`config.mk`:
```
export PLATFORM = sky130hd
export DESIGN_NAME = sp_ram_bist
export DESIGN_NICKNAME = d
export VERILOG_FILES = /design/src/rtl/sp_ram_bist_pkg.sv /design/src/rtl/sp_ram_bist_addr_gen.sv /design/src/rtl/sp_ram_bist.sv
export SDC_FILE = /design/constraint.sdc
export NUM_CORES = 1
export LEC_CHECK = 0
export CAP_MARGIN = 20
export CORE_AREA = 2 2 53 55
export CTS_CLUSTER_SIZE = 20
export DETAILED_ROUTE_END_ITERATION = 10
export DIE_AREA = 0 0 55 57
export PLACE_DENSITY = 0.63
export SYNTH_ARGS = -nofsm -noshare
export SYNTH_HDL_FRONTEND = slang
export SYNTH_HIERARCHICAL = 1
export SYNTH_SLANG_ARGS = --single-unit
```
`constraint.sdc`:
```
create_clock -name CLK -period 3.7 [get_ports CLK]
set_input_delay 0.74 -clock CLK [delete_from_list [all_inputs] [get_ports CLK]]
set_output_delay 0.74 -clock CLK [all_outputs]
set_load 0.02 [all_outputs]
```
`src/rtl/sp_ram_bist_pkg.sv`:
```
// Shared constants for the March C- RAM self-test: FSM state codes, element
// codes and the per-element direction / read / write tables.
package sp_ram_bist_pkg;

  localparam logic [3:0] ST_IDLE  = 4'd0;
  localparam logic [3:0] ST_M0    = 4'd1;
  localparam logic [3:0] ST_M1    = 4'd2;
  localparam logic [3:0] ST_M2    = 4'd3;
  localparam logic [3:0] ST_M3    = 4'd4;
  localparam logic [3:0] ST_M4    = 4'd5;
  localparam logic [3:0] ST_M5    = 4'd6;
  localparam logic [3:0] ST_DRAIN = 4'd7;
  localparam logic [3:0] ST_DONE  = 4'd8;

  typedef logic [2:0] elem_t;

  localparam elem_t ELEM_M0 = 3'd0;
  localparam elem_t ELEM_M5 = 3'd5;

  // Tables are indexed by element code; bits 6 and 7 are unused codes and stay 0.
  localparam logic [7:0] ELEM_DOWN    = 8'b0001_1000;
  localparam logic [7:0] ELEM_HAS_RD  = 8'b0011_1110;
  localparam logic [7:0] ELEM_HAS_WR  = 8'b0001_1111;
  localparam logic [7:0] ELEM_RD_EXP  = 8'b0001_0100;
  localparam logic [7:0] ELEM_WR_DATA = 8'b0000_1010;

endpackage

```
`src/rtl/sp_ram_bist_addr_gen.sv`:
```
// Loadable up/down address counter for the march elements; `last` marks the
// final address in the direction chosen at load time.
module sp_ram_bist_addr_gen #(
  parameter int ADDR_WIDTH = 1
) (
  input  logic                  clk,
  input  logic                  rst,
  input  logic                  load,
  input  logic                  load_down,
  input  logic                  step,
  output logic [ADDR_WIDTH-1:0] addr,
  output logic                  last
);

  logic down_q;

  // NOTE: sequential state uses non-blocking assignments so every flop samples
  // pre-edge values regardless of block evaluation order.
  always_ff @(posedge clk) begin
    if (rst) begin
      addr   <= '0;
      down_q <= 1'b0;
    end else if (load) begin
      addr   <= load_down ? '1 : '0;
      down_q <= load_down;
    end else if (step) begin
      addr <= down_q ? addr - 1'b1 : addr + 1'b1;
    end
  end

  assign last = down_q ? (addr == '0) : (addr == '1);

endmodule

```
`src/rtl/sp_ram_bist.sv`:
```
// March C- BIST controller between the functional port and a single-port RAM;
// owns the RAM while BUSY and records the first miscompare.
module sp_ram_bist
  import sp_ram_bist_pkg::*;
#(
  parameter int ADDR_WIDTH = 1,
  parameter int DATA_WIDTH = 1
) (
  input  logic                  CLK,
  input  logic                  RST,
  input  logic                  START,
  input  logic [ADDR_WIDTH-1:0] F_A,
  input  logic [DATA_WIDTH-1:0] F_DI,
  input  logic [DATA_WIDTH-1:0] F_BW,
  input  logic                  F_CE,
  input  logic                  F_RDWEN,
  output logic [DATA_WIDTH-1:0] F_DO,
  output logic [ADDR_WIDTH-1:0] A,
  output logic [DATA_WIDTH-1:0] DI,
  output logic [DATA_WIDTH-1:0] BW,
  output logic                  CE,
  output logic                  RDWEN,
  input  logic [DATA_WIDTH-1:0] DO,
  output logic                  BUSY,
  output logic                  DONE,
  output logic                  FAIL,
  output logic [ADDR_WIDTH-1:0] FAIL_ADDR,
  output logic [2:0]            FAIL_ELEM
);

  logic [3:0]            state_q;
  logic                  phase_q;   // 1 = write half of a read/write pair
  elem_t                 elem;
  logic                  in_march, busy_w, has_rd, has_wr, is_rd, is_wr;
  logic                  op_done, elem_end, start_ok, miscmp;
  logic [ADDR_WIDTH-1:0] bist_addr;
  logic                  addr_last, ag_load, ag_load_down, ag_step;

  logic                  rd_valid_q;
  logic [DATA_WIDTH-1:0] exp_q;
  logic [ADDR_WIDTH-1:0] cmp_addr_q;
  elem_t                 cmp_elem_q;

  logic                  done_q, fail_q;
  logic [ADDR_WIDTH-1:0] fail_addr_q;
  elem_t                 fail_elem_q;

  assign elem     = 3'(state_q - ST_M0);
  assign in_march = (state_q >= ST_M0) && (state_q <= ST_M5);
  assign busy_w   = in_march || (state_q == ST_DRAIN);
  assign has_rd   = ELEM_HAS_RD[elem];
  assign has_wr   = ELEM_HAS_WR[elem];
  assign is_rd    = in_march && has_rd && !phase_q;
  assign is_wr    = in_march && has_wr && (phase_q || !has_rd);
  assign op_done  = in_march && (!(has_rd && has_wr) || phase_q);
  assign elem_end = op_done && addr_last;
  assign start_ok = START && ((state_q == ST_IDLE) || (state_q == ST_DONE));
  assign miscmp   = rd_valid_q && (DO != exp_q);

  // The next element's start address is loaded on the last op of the current
  // one, so consecutive elements run back to back.
  assign ag_load      = start_ok || (elem_end && (elem != ELEM_M5));
  assign ag_load_down = !start_ok && ELEM_DOWN[elem + 3'd1];
  assign ag_step      = op_done && !addr_last;

  sp_ram_bist_addr_gen #(
    .ADDR_WIDTH(ADDR_WIDTH)
  ) u_addr_gen (
    .clk      (CLK),
    .rst      (RST),
    .load     (ag_load),
    .load_down(ag_load_down),
    .step     (ag_step),
    .addr     (bist_addr),
    .last     (addr_last)
  );

  always_ff @(posedge CLK) begin
    if (RST) begin
      state_q     <= ST_IDLE;
      phase_q     <= 1'b0;
      rd_valid_q  <= 1'b0;
      done_q      <= 1'b0;
      fail_q      <= 1'b0;
      fail_addr_q <= '0;
      fail_elem_q <= ELEM_M0;
    end else begin
      rd_valid_q <= is_rd;
      if (start_ok) begin
        state_q     <= ST_M0;
        phase_q     <= 1'b0;
        done_q      <= 1'b0;
        fail_q      <= 1'b0;
        fail_addr_q <= '0;
        fail_elem_q <= ELEM_M0;
      end else begin
        if (miscmp && !fail_q) begin
          fail_q      <= 1'b1;
          fail_addr_q <= cmp_addr_q;
          fail_elem_q <= cmp_elem_q;
        end
        if (in_march) begin
          phase_q <= has_rd && has_wr && !phase_q;
          if (elem_end) state_q <= (elem == ELEM_M5) ? ST_DRAIN : state_q + 4'd1;
        end else if (state_q == ST_DRAIN) begin
          state_q <= ST_DONE;
          done_q  <= 1'b1;
        end
      end
    end
  end

  // NOTE: compare-pipeline data registers carry no reset; they are only
  // consumed when rd_valid_q, which is reset, marks them valid.
  always_ff @(posedge CLK) begin
    exp_q      <= {DATA_WIDTH{ELEM_RD_EXP[elem]}};
    cmp_addr_q <= bist_addr;
    cmp_elem_q <= elem;
  end

  assign A     = busy_w ? bist_addr : F_A;
  assign DI    = busy_w ? {DATA_WIDTH{is_wr && ELEM_WR_DATA[elem]}} : F_DI;
  assign BW    = busy_w ? {DATA_WIDTH{1'b1}} : F_BW;
  assign CE    = busy_w ? in_march : F_CE;
  assign RDWEN = busy_w ? is_wr : F_RDWEN;
  assign F_DO  = DO;

  assign BUSY      = busy_w;
  assign DONE      = done_q;
  assign FAIL      = fail_q;
  assign FAIL_ADDR = fail_addr_q;
  assign FAIL_ELEM = fail_elem_q;

endmodule

```
==> Word level (Yosys, flattened, before mapping) <==
Memory sizes are Yosys's and may differ from the RTL's. A register that Yosys moved wholly into a read port is not among the register bits.
Cells that the tools add are included.
{ "classes": {"add_sub_neg": 5, "eq_ne": 7, "order_cmp": 4, "bitwise_logic": 2, "reduce_logical": 35, "muxes": 19} }
{ "op_table": {"columns": ["op", "n"], "rows": [
  ["1-bit logical AND", 16],
  ["4-bit 2-to-1 mux", 4],
  ["1-bit 2-to-1 mux", 15],
  ["3-bit by 4-bit < comparator with 1-bit output, second input constant", 2],
  ["1-bit logical NOT", 6],
  ["2-bit AND reduction", 3],
  ["1-bit logical OR", 5],
  ["4-bit by 1-bit adder with 4-bit output, second input constant", 1],
  ["4-bit by 3-bit == test with 1-bit output, second input constant", 1],
  ["4-bit == test, second input constant", 1],
  ["4-bit by 1-bit greater-or-equal comparator with 1-bit output, second input constant", 1],
  ["4-bit by 3-bit <= comparator with 1-bit output, second input constant", 1],
  ["4-bit logical NOT", 1],
  ["2-bit nonzero test", 2],
  ["3-bit by 1-bit adder with 3-bit output, second input constant", 1],
  ["3-bit == test, second input constant", 1],
  ["3-bit by 1-bit != test with 1-bit output, second input constant", 1],
  ["3-bit != test, second input constant", 1],
  ["3-bit nonzero test", 1],
  ["3-bit by 1-bit subtractor with 3-bit output, second input constant", 1],
  ["2-bit by 1-bit != test with 1-bit output, second input constant", 1],
  ["1-bit NOT", 2],
  ["2-bit OR reduction", 1],
  ["1-bit adder, second input constant", 1],
  ["other kinds (2)", 2]
]} }
{ "totals": {"wordCells": 89, "memories": 5, "output_inout_bits": 13, "inputBits": 9, "rom_bits": 40, "ff_bits": 18} }
{ "memory_table": {"columns": ["memory", "depth", "word_bits", "read_ports", "rd_clocked_by_memory_dff", "write_ports", "line_no", "text"], "rows": [
  ["(name not given)", 8, 1, 1, 0, 0, "sp_ram_bist.sv:122", "assign DI = busy_w ? {DATA_WIDTH{is_wr && ELEM_WR_DATA[elem]}} : F_DI;"],
  ["(name not given)", 8, 1, 1, 1, 0, "sp_ram_bist.sv:116", "exp_q <= {DATA_WIDTH{ELEM_RD_EXP[elem]}};"],
  ["(name not given)", 8, 1, 1, 0, 0, "sp_ram_bist.sv:63", "assign ag_load_down = !start_ok && ELEM_DOWN[elem + 3'd1];"],
  ["(name not given)", 8, 1, 1, 0, 0, "sp_ram_bist.sv:52", "assign has_wr = ELEM_HAS_WR[elem];"],
  ["(name not given)", 8, 1, 1, 0, 0, "sp_ram_bist.sv:51", "assign has_rd = ELEM_HAS_RD[elem];"]
]} }

==> Logic depth before layout (Yosys ltp) <==
Gate-level depths: netlist (run 1).
{ "depth": {"word_depth": 11, "depth_mapped": 8, "depth_no_buf": 8} }

==> By module <==
The synthesis (run 1) kept the hierarchy.
{ "by_module_without_submodules": {"columns": ["module", "cells_per_inst", "seq_area_each_um2", "instances", "area_each_um2"], "rows": [
  ["sp_ram_bist", 109, 340.3, 1, 939.7],
  ["sp_ram_bist_addr_gen", 9, 40.0, 1, 93.8]
]} }

==> Worst setup path after synthesis (run 1) <==
No wires, ideal clock.
{ "synth_timing": {"path_kind": "register to output", "startpoint": "reg state_q[0]", "endpoint": "out DI", "t_required_ps": 2960, "path_stages_with_launch": 8, "setup_slack_ps": 1004, "n_path_buf": 0, "arrival_time_ps": 1956, "cell_sequence": "dfxtp_1 > inv_1 > ha_1 > xnor2_2 > inv_1 > nand2_1 > a21oi_1 > o32ai_1"} }
{ "synth_via": {"elab_chain_cells": 8, "elab_cells_between_ends": 18, "cone_classes": "1 x add/sub; 2 x order compare; 1 x eq/ne; 4 x mux; 7 x reduce/logical; 3 x memory"} }
{ "synth_lines": {"columns": ["element", "line_no", "text"], "rows": [
  ["start, declared", "sp_ram_bist.sv:31", "logic [3:0] state_q;"],
  ["start signal, assigned", "sp_ram_bist.sv:104", "if (elem_end) state_q <= (elem == ELEM_M5) ? ST_DRAIN : state_q + 4'd1;"],
  ["3-bit by 1-bit subtractor with 3-bit output (*)", "sp_ram_bist.sv:48", "assign elem = 3'(state_q - ST_M0);"],
  ["via elem[0]", "sp_ram_bist.sv:33", "elem_t elem;"],
  ["memory 8 x 1 bit", null, null],
  ["1-bit 2-to-1 mux (not written as such)", "sp_ram_bist.sv:51", null],
  ["1-bit logical NOT", "sp_ram_bist.sv:54", "assign is_wr = in_march && has_wr && (phase_q || !has_rd);"],
  ["1-bit logical OR", "sp_ram_bist.sv:54", null],
  ["1-bit logical AND", "sp_ram_bist.sv:54", null],
  ["1-bit logical AND (*)", "sp_ram_bist.sv:122", null],
  ["1-bit 2-to-1 mux (*)", "sp_ram_bist.sv:122", null],
  ["end, declared", "sp_ram_bist.sv:19", "output logic [DATA_WIDTH-1:0] DI,"]
]} }
The timed path passes the listed nets; every way through them passes the cells marked *. The select of a mux whose other input is x is not followed.

==> Worst setup path in the final report (run 1) <==
{ "layout_timing": {"startpoint": "reg state_q[0]", "endpoint": "out A"} }
{ "layout_via": {"elab_chain_cells": 4, "elab_cells_between_ends": 6, "cone_classes": "2 x order compare; 1 x eq/ne; 1 x mux; 2 x reduce/logical"} }
{ "layout_lines": {"columns": ["element", "line_no", "text"], "rows": [
  ["4-bit by 1-bit greater-or-equal comparator with 1-bit output / 4-bit by 3-bit <= comparator with 1-bit output (equally long branches)", "sp_ram_bist.sv:49", "assign in_march = (state_q >= ST_M0) && (state_q <= ST_M5);"],
  ["1-bit logical AND", "sp_ram_bist.sv:49", null],
  ["1-bit logical OR (*)", "sp_ram_bist.sv:50", "assign busy_w = in_march || (state_q == ST_DRAIN);"],
  ["1-bit 2-to-1 mux (*)", "sp_ram_bist.sv:121", "assign A = busy_w ? bist_addr : F_A;"],
  ["end, declared", "sp_ram_bist.sv:18", "output logic [ADDR_WIDTH-1:0] A,"]
]} }
Every way passes the cells marked *; elsewhere a longest branch is shown, timed or not.

==> results of run 1 <==
## flip-flops by register name (all words and copies together), names as in the netlist
signal,count
DONE,1
phase_q,1
u_addr_gen/addr,1
u_addr_gen/down_q,1
FAIL_ELEM,3
FAIL_ADDR,1
cmp_addr_q,1
cmp_elem_q,3
FAIL,1
exp_q,1
rd_valid_q,1
state_q,4
## cell families after synthesis
group / Yosys count
mux: 7
compound gates: 23
fa+ha+maj: 6
simple gates: 47
buf+inv: 12
xor+xnor: 4
flops: 19
## report_power, final
| part | internal, mW | switching, mW |
|---|---|---|
| combinational | 0.162 | 0.193 |
| clock | 0.0403 | 0.0655 |
| sequential | 0.240 | 0.0232 |
| total | 0.443 | 0.282 |
## layout make-up
cell class / instances / area [sq um]
Tap cell: 31 / 38.79
Clock buffer: 3 / 22.52
Clock inverter: 1 / 5.005
Sequential cell: 19 / 381.6
Inverter: 10 / 37.54
Multi-Input combinational cell: 87 / 610.6
Fill cell: 266 / 1301
Timing Repair Buffer: 22 / 217.7
## metal layers
metal | global-route usage (%) | up-vias | part of all wire (%)
met5 | 0 | - | 0
met4 | 5.226 | 0 | 1.1
li1 | - | 460 | -
met1 | 21.80 | 444 | 45
met2 | 26.70 | 26 | 49
met3 | 3.141 | 4 | 4.8
## stage by stage
stage                     instances  setup slack [ns]  hold WS (ns)  util [%]
after floorplan                 118             1.004        0.3826         -
after global placement          169            0.5260        0.4017     48.85
after detailed placement        169            0.4760        0.4089     48.85
after CTS                       173            0.1232        0.4262     49.90
after global routing            173           0.02110        0.4383     50.24
final                           173            0.2074        0.4230     50.24
## critical path, cell delays in order (launching register included)
cell             delay [ns]
dfxtp_1                0.43
inv_1                  0.17
ha_2                   0.28
nor3b_2                0.18
a211o_1                0.36
nand2_1                0.16
mux2_2                 0.35
clkdlybuf4s50_1        0.53
## how the worst min path moves through the flow
| stage | endpoint | cells after the start | start | slack [ns] |
|---|---|---|---|---|
| detailed placement | cmp_addr_q | 0 | u_addr_gen/addr | 0.41 |
| global placement | cmp_addr_q | 0 | u_addr_gen/addr | 0.40 |
| finish | cmp_addr_q | 0 | u_addr_gen/addr | 0.42 |
| global route | cmp_addr_q | 0 | u_addr_gen/addr | 0.44 |
| floorplan | cmp_addr_q | 0 | u_addr_gen/addr | 0.38 |
| CTS | cmp_addr_q | 0 | u_addr_gen/addr | 0.43 |
## layout by cell type, fill, tap and decap left out, types with 3 or more instances in the layout
cell and n:
a21oi_1 5, mux2i_1 5, ha_1 5, dfxtp_1 18
clkbuf_4 3, clkdlybuf4s50_1 21, nand2b_1 3, nand3_1 3
inv_1 10, nor2_1 13, a211o_1 3, nand2_1 16
==> results.yml, run 1 <==
timing:
  max_clock_freq_mhz: 286.3
  final-hold-violation-count: 0
  timing_max_transition_violations_final: 0
  transition_time_at_the_pin_with_the_least_slew_margin_ns: 0.5209
  clock-skew-final_ns: 0.001984
  final_period_minus_worst_setup_slack_ns: 3.493
  timing.final.setup_violations: 0
  timing.slew.headroom_pct: 65.12
  rsz0062_at_grt: "no"
  finalSetupTns_ns: 0
  layout_worst_path_cycle_share_pct: 94.40
detailed_routing:
  drt-pass1-iter-count: 4
  route.vias.total: 934
  drc: 0
  viasPerCell: 5.399
  finalWirelength_um: 2358
  wire_per_inst_um: 13.63
  final_antenna_net_count: 0
  drt_iter0_markers: 26
synthesis:
  post-synth-top-area-cell: "dfxtp_1"
  synth_simple_gate_area_share_pct: 22.28
  yosys.area_share.xor_xnor_pct: 4.116
  synth_top_family_by_area: "simple AND/OR/NAND/NOR gates"
  synth_top_area_share_pct: 36.80
  syn_avg_cell_area_sq_um: 8.758
  yosys_register_bits: 19
  synth.cells.most_frequent: "dfxtp_1 (19), nand2_1 (16), nor2_1 (13)"
  syn-instance-count: 118
  netlist_area_sq_um: 1033
  synth_edf_count: 0
  synth_warnings: 6
  most_instantiated_library_cell_after_synthesis: "dfxtp_1"
  synth.distinct_cells: 37
  synth_nets: 133
  post_synth_mux_area_share_pct: 7.385
  seq_area_frac_synth_pct: 36.80
  netlist_top_cells_area: "dfxtp_1 (37%), ha_1 (7.3%), nand2_1 (5.8%)"
  synth-async-reset-ratio_pct: 0
  adder_cell_area_share_of_the_yosys_netlist_pct: 7.264
  synth_ff_type: "dfxtp_1"
  compound_cell_area_share_of_the_yosys_netlist_pct: 17.31
floorplanning:
  boundaryPins: 22
  dieHeight_um: 57
  fp.dieArea_sq_um: 3135
  core-area_sq_um: 2615
  initial_utilization_pct: 39.52
  num_rows: 19
  die_width_um: 55
clock_network:
  post_cts.resized_instances: 0
  tritoncts: "done"
  cts_max_path_buffers: 2
  cts_hold_buffers: 0
  cts.reportedPaths.clkPinSlew_ns: 0.11
  cts-buffers-inserted: 3
  cts_setup_buffers: 0
  clk-insertion-delay-late_ns: 0.30
  root_buffer: "clkbuf_4"
  htreeDepth: 1
  cts.sink_count: 19
worst_setup_path:
  startpoint_of_the_worst_slack_reg_to_reg_timing_path: "state_q[0]"
  setup.worst_path.end_class: "output port"
  startpoint: "state_q[0]"
  rrSetupSlack_ns: 1.36
  cp_startpoint_kind: "flip-flop"
  crit_arrival_ns: 2.75
  path_class: "reg -> out"
  critPathMaxFanout: 7
  critical_path.endpoint: "A"
  r2r.worst_path.cells: 9
  timing.rr.end: "u_addr_gen/down_q"
  timing.critical_path.required_ns: 2.96
layout:
  finalInstanceArea_sq_um: 1314
  antenna_cells_inserted: 0
  final_nets: 158
  drive_gt1_share_pct: 9.859
  synthToLayoutAreaGrowth_pct: 27.12
power_and_ir_drop:
  total_power_mw: 0.7250
  powerDensity_nw_per_um2: 551.9
  power.static_leakage_nw: 0.5323
  ir_worst_vdd_v: 0.0002990
worst_hold_path:
  min-delay-path-class: "reg -> reg"
global_route:
  grt_pass1_wl_um: 3857
  globalRouteOverflowTotal: 0
  grt_usage_pct: 16.50
  grt_start_max_net_pins: 12
  grt_pass1_vias: 867
  grt_antenna_before_repair: 0
placed_design:
  placedInstanceArea_sq_um: 1277
  buffers_added_on_ports: 21
  place.detailed.hpwl_um: 1823
  routabilityCongestion: 0.9548
job:
  timing.max_cap.violations: 0
status:
  run_status: "completed"
(Power assumes the default switching activity.)
==> run 2, diff against run 1 <==
- CTS_CLUSTER_DIAMETER: not set -> 200
==> results of run 2 <==
Same layout as run 1: the final DEF is identical, and so are final timing and power.
==> run 3, diff against run 2 <==
- PLACE_DENSITY: 0.63 -> 0.66
==> results.yml, run 3 (same netlist as run 1, synthesis figures left out) <==
worst_hold_path:
  min-delay-path-class: "reg -> reg"
  hold_path_startpoint: "u_addr_gen/addr"
  worstHoldPathCells: 0
  worst_hold_path.endpoint: "cmp_addr_q"
layout:
  largest_reg_flops: 4
  final_util_pct: 49.90
  drive_gt1_share_pct: 8.511
  final_nets: 157
  final.fill_count: 264
  antenna_cells_inserted: 0
  layout_common_cells: "clkdlybuf4s50_1 (21), dfxtp_1 (19), nand2_1 (16), nor2_1 (13), inv_1 (10)"
  most_flops_register: "state_q"
  synthToLayoutAreaGrowth_pct: 26.27
  layout.cells.most_common: "clkdlybuf4s50_1"
timing:
  finalSetupTns_ns: 0
  timing.slew.headroom_pct: 68.56
  rsz0062_at_grt: "no"
  max_clock_freq_mhz: 284.1
  timing.final.setup_violations: 0
  layout_worst_path_cycle_share_pct: 95.14
  clock-skew-final_ns: 0.01536
  timing_max_transition_violations_final: 0
  transition_time_at_the_pin_with_the_least_slew_margin_ns: 0.4696
  final_period_minus_worst_setup_slack_ns: 3.520
  final-hold-violation-count: 0
worst_setup_path:
  worst_path_max_delay_cell: "clkdlybuf4s50_1"
  path_class: "reg -> out"
  critPathTopFamily: "buffers and inverters"
  timing.rr.end: "u_addr_gen/down_q"
  r2r.worst_path.cells: 8
  crit_arrival_ns: 2.78
  startpoint: "state_q[1]"
  critical_path_buf_inv_count: 2
  startpoint_of_the_worst_slack_reg_to_reg_timing_path: "state_q[1]"
  critPathMaxFanout: 8
  crit_path_max_incr_delay_ns: 0.54
  cp_startpoint_kind: "flip-flop"
  timing.critical_path.required_ns: 2.96
  setup.worst_path.end_class: "output port"
  rrSetupSlack_ns: 1.36
  path_cells: "inv_1 -> ha_2 -> nor3b_2 -> a211o_1 -> nand2_1 -> mux2_2 -> clkdlybuf4s50_1"
job:
  timing.max_cap.violations: 0
placed_design:
  routabilityCongestion: 0.9021
  buffers_added_on_ports: 21
  place.detailed.hpwl_um: 1714
clock_network:
  cts_max_path_buffers: 2
  tritoncts: "done"
  root_buffer: "clkbuf_4"
  htreeDepth: 1
  cts.sink_count: 19
  cts.reportedPaths.clkPinSlew_ns: 0.12
  cts-buffers-inserted: 3
  clk-insertion-delay-late_ns: 0.31
detailed_routing:
  drc: 0
  drt_iter0_markers: 11
  final_antenna_net_count: 0
  viasPerCell: 5.198
  drt-pass1-iter-count: 5
  route.vias.total: 894
  wire_per_inst_um: 12.80
  finalWirelength_um: 2201
global_route:
  grt_usage_pct: 15.87
  grt_start_max_net_pins: 12
  grt_pass1_vias: 826
  grt_antenna_before_repair: 0
  grt_pass1_wl_um: 3691
  globalRouteOverflowTotal: 0
floorplanning:
  num_rows: 19
  die_width_um: 55
  boundaryPins: 22
  initial_utilization_pct: 39.52
  core-area_sq_um: 2615
  dieHeight_um: 57
  fp.dieArea_sq_um: 3135
power_and_ir_drop:
  power.static_leakage_nw: 0.5267
  ir_worst_vdd_v: 0.0003361
  powerDensity_nw_per_um2: 549.2
status:
  run_status: "completed"
run 3: cell types whose count changed in the layout (fill, tap and decap cells not counted):
cell	before	now
dfxtp_2	1	0
dfxtp_1	18	19
buf_4	1	0
run 3: metal layers:
| metal | track usage (%) | share of wire, % | up-vias |
|---|---|---|---|
| met4 | 2.091 | 0.23 | 0 |
| met2 | 27.55 | 50 | 23 |
| met1 | 19.48 | 45 | 410 |
| met3 | 4.712 | 5.0 | 2 |
| li1 | - | - | 459 |
| met5 | 0 | 0 | - |
run 3: area by class of cell:
type / instances / area, sq um / area share, %
Clock buffer: 3 / 22.52 / 1.726
Sequential cell: 19 / 380.4 / 29.15
Multi-Input combinational cell: 87 / 610.6 / 46.79
Timing Repair Buffer: 21 / 210.2 / 16.11
Tap cell: 31 / 38.79 / 2.972
Clock inverter: 1 / 5.005 / 0.3835
Inverter: 10 / 37.54 / 2.876
run 3: how the worst max path moves through the flow:
stage          endpoint  slack (ns)  depth (start not counted)
2_1_floorplan        DI        1.00                          7
3_3_place_gp          A        0.50                          7
3_5_place_dp          A        0.46                          7
4_1_cts               A         0.1                          7
5_1_grt               A        0.03                          7
6_report              A        0.18                          7
run 3: timing repair:
item / in CTS / in global routing
setup buffers: 0 / 0
endpoints found under the setup margin: 0 / 4
gates resized for setup: 0 / 2
hold buffers: 0 / 0
run 3: stage by stage:
stage	cell area, sq um	worst slack, ns	power (mW)	hold WS (ns)	cells
final	1305	0.1800	0.7167	0.4458	172
after global routing	1305	0.02525	0.7665	0.4438	172
after CTS	1297	0.09857	0.7200	0.4384	172
after detailed placement	1270	0.4578	0.6122	0.4157	168
after global placement	1270	0.4959	0.6081	0.4125	168
after floorplan	1033	1.004	0.5021	0.3826	118
run 3: worst register-to-register path, cell delays in order, from the launching register on:
cell	delay [ns]
dfxtp_1	0.49
inv_1	0.13
ha_2	0.24
xnor2_2	0.31
mux2_4	0.39
a211o_1	0.31
nand2_1	0.13
mux2i_1	0.19
nor2_1	0.05
run 3: power by group:
| part | total (mW) | switching (mW) | internal [mW] |
|---|---|---|---|
| clock | 0.107 | 0.0666 | 0.0403 |
| sequential | 0.262 | 0.0218 | 0.240 |
| combinational | 0.348 | 0.190 | 0.158 |
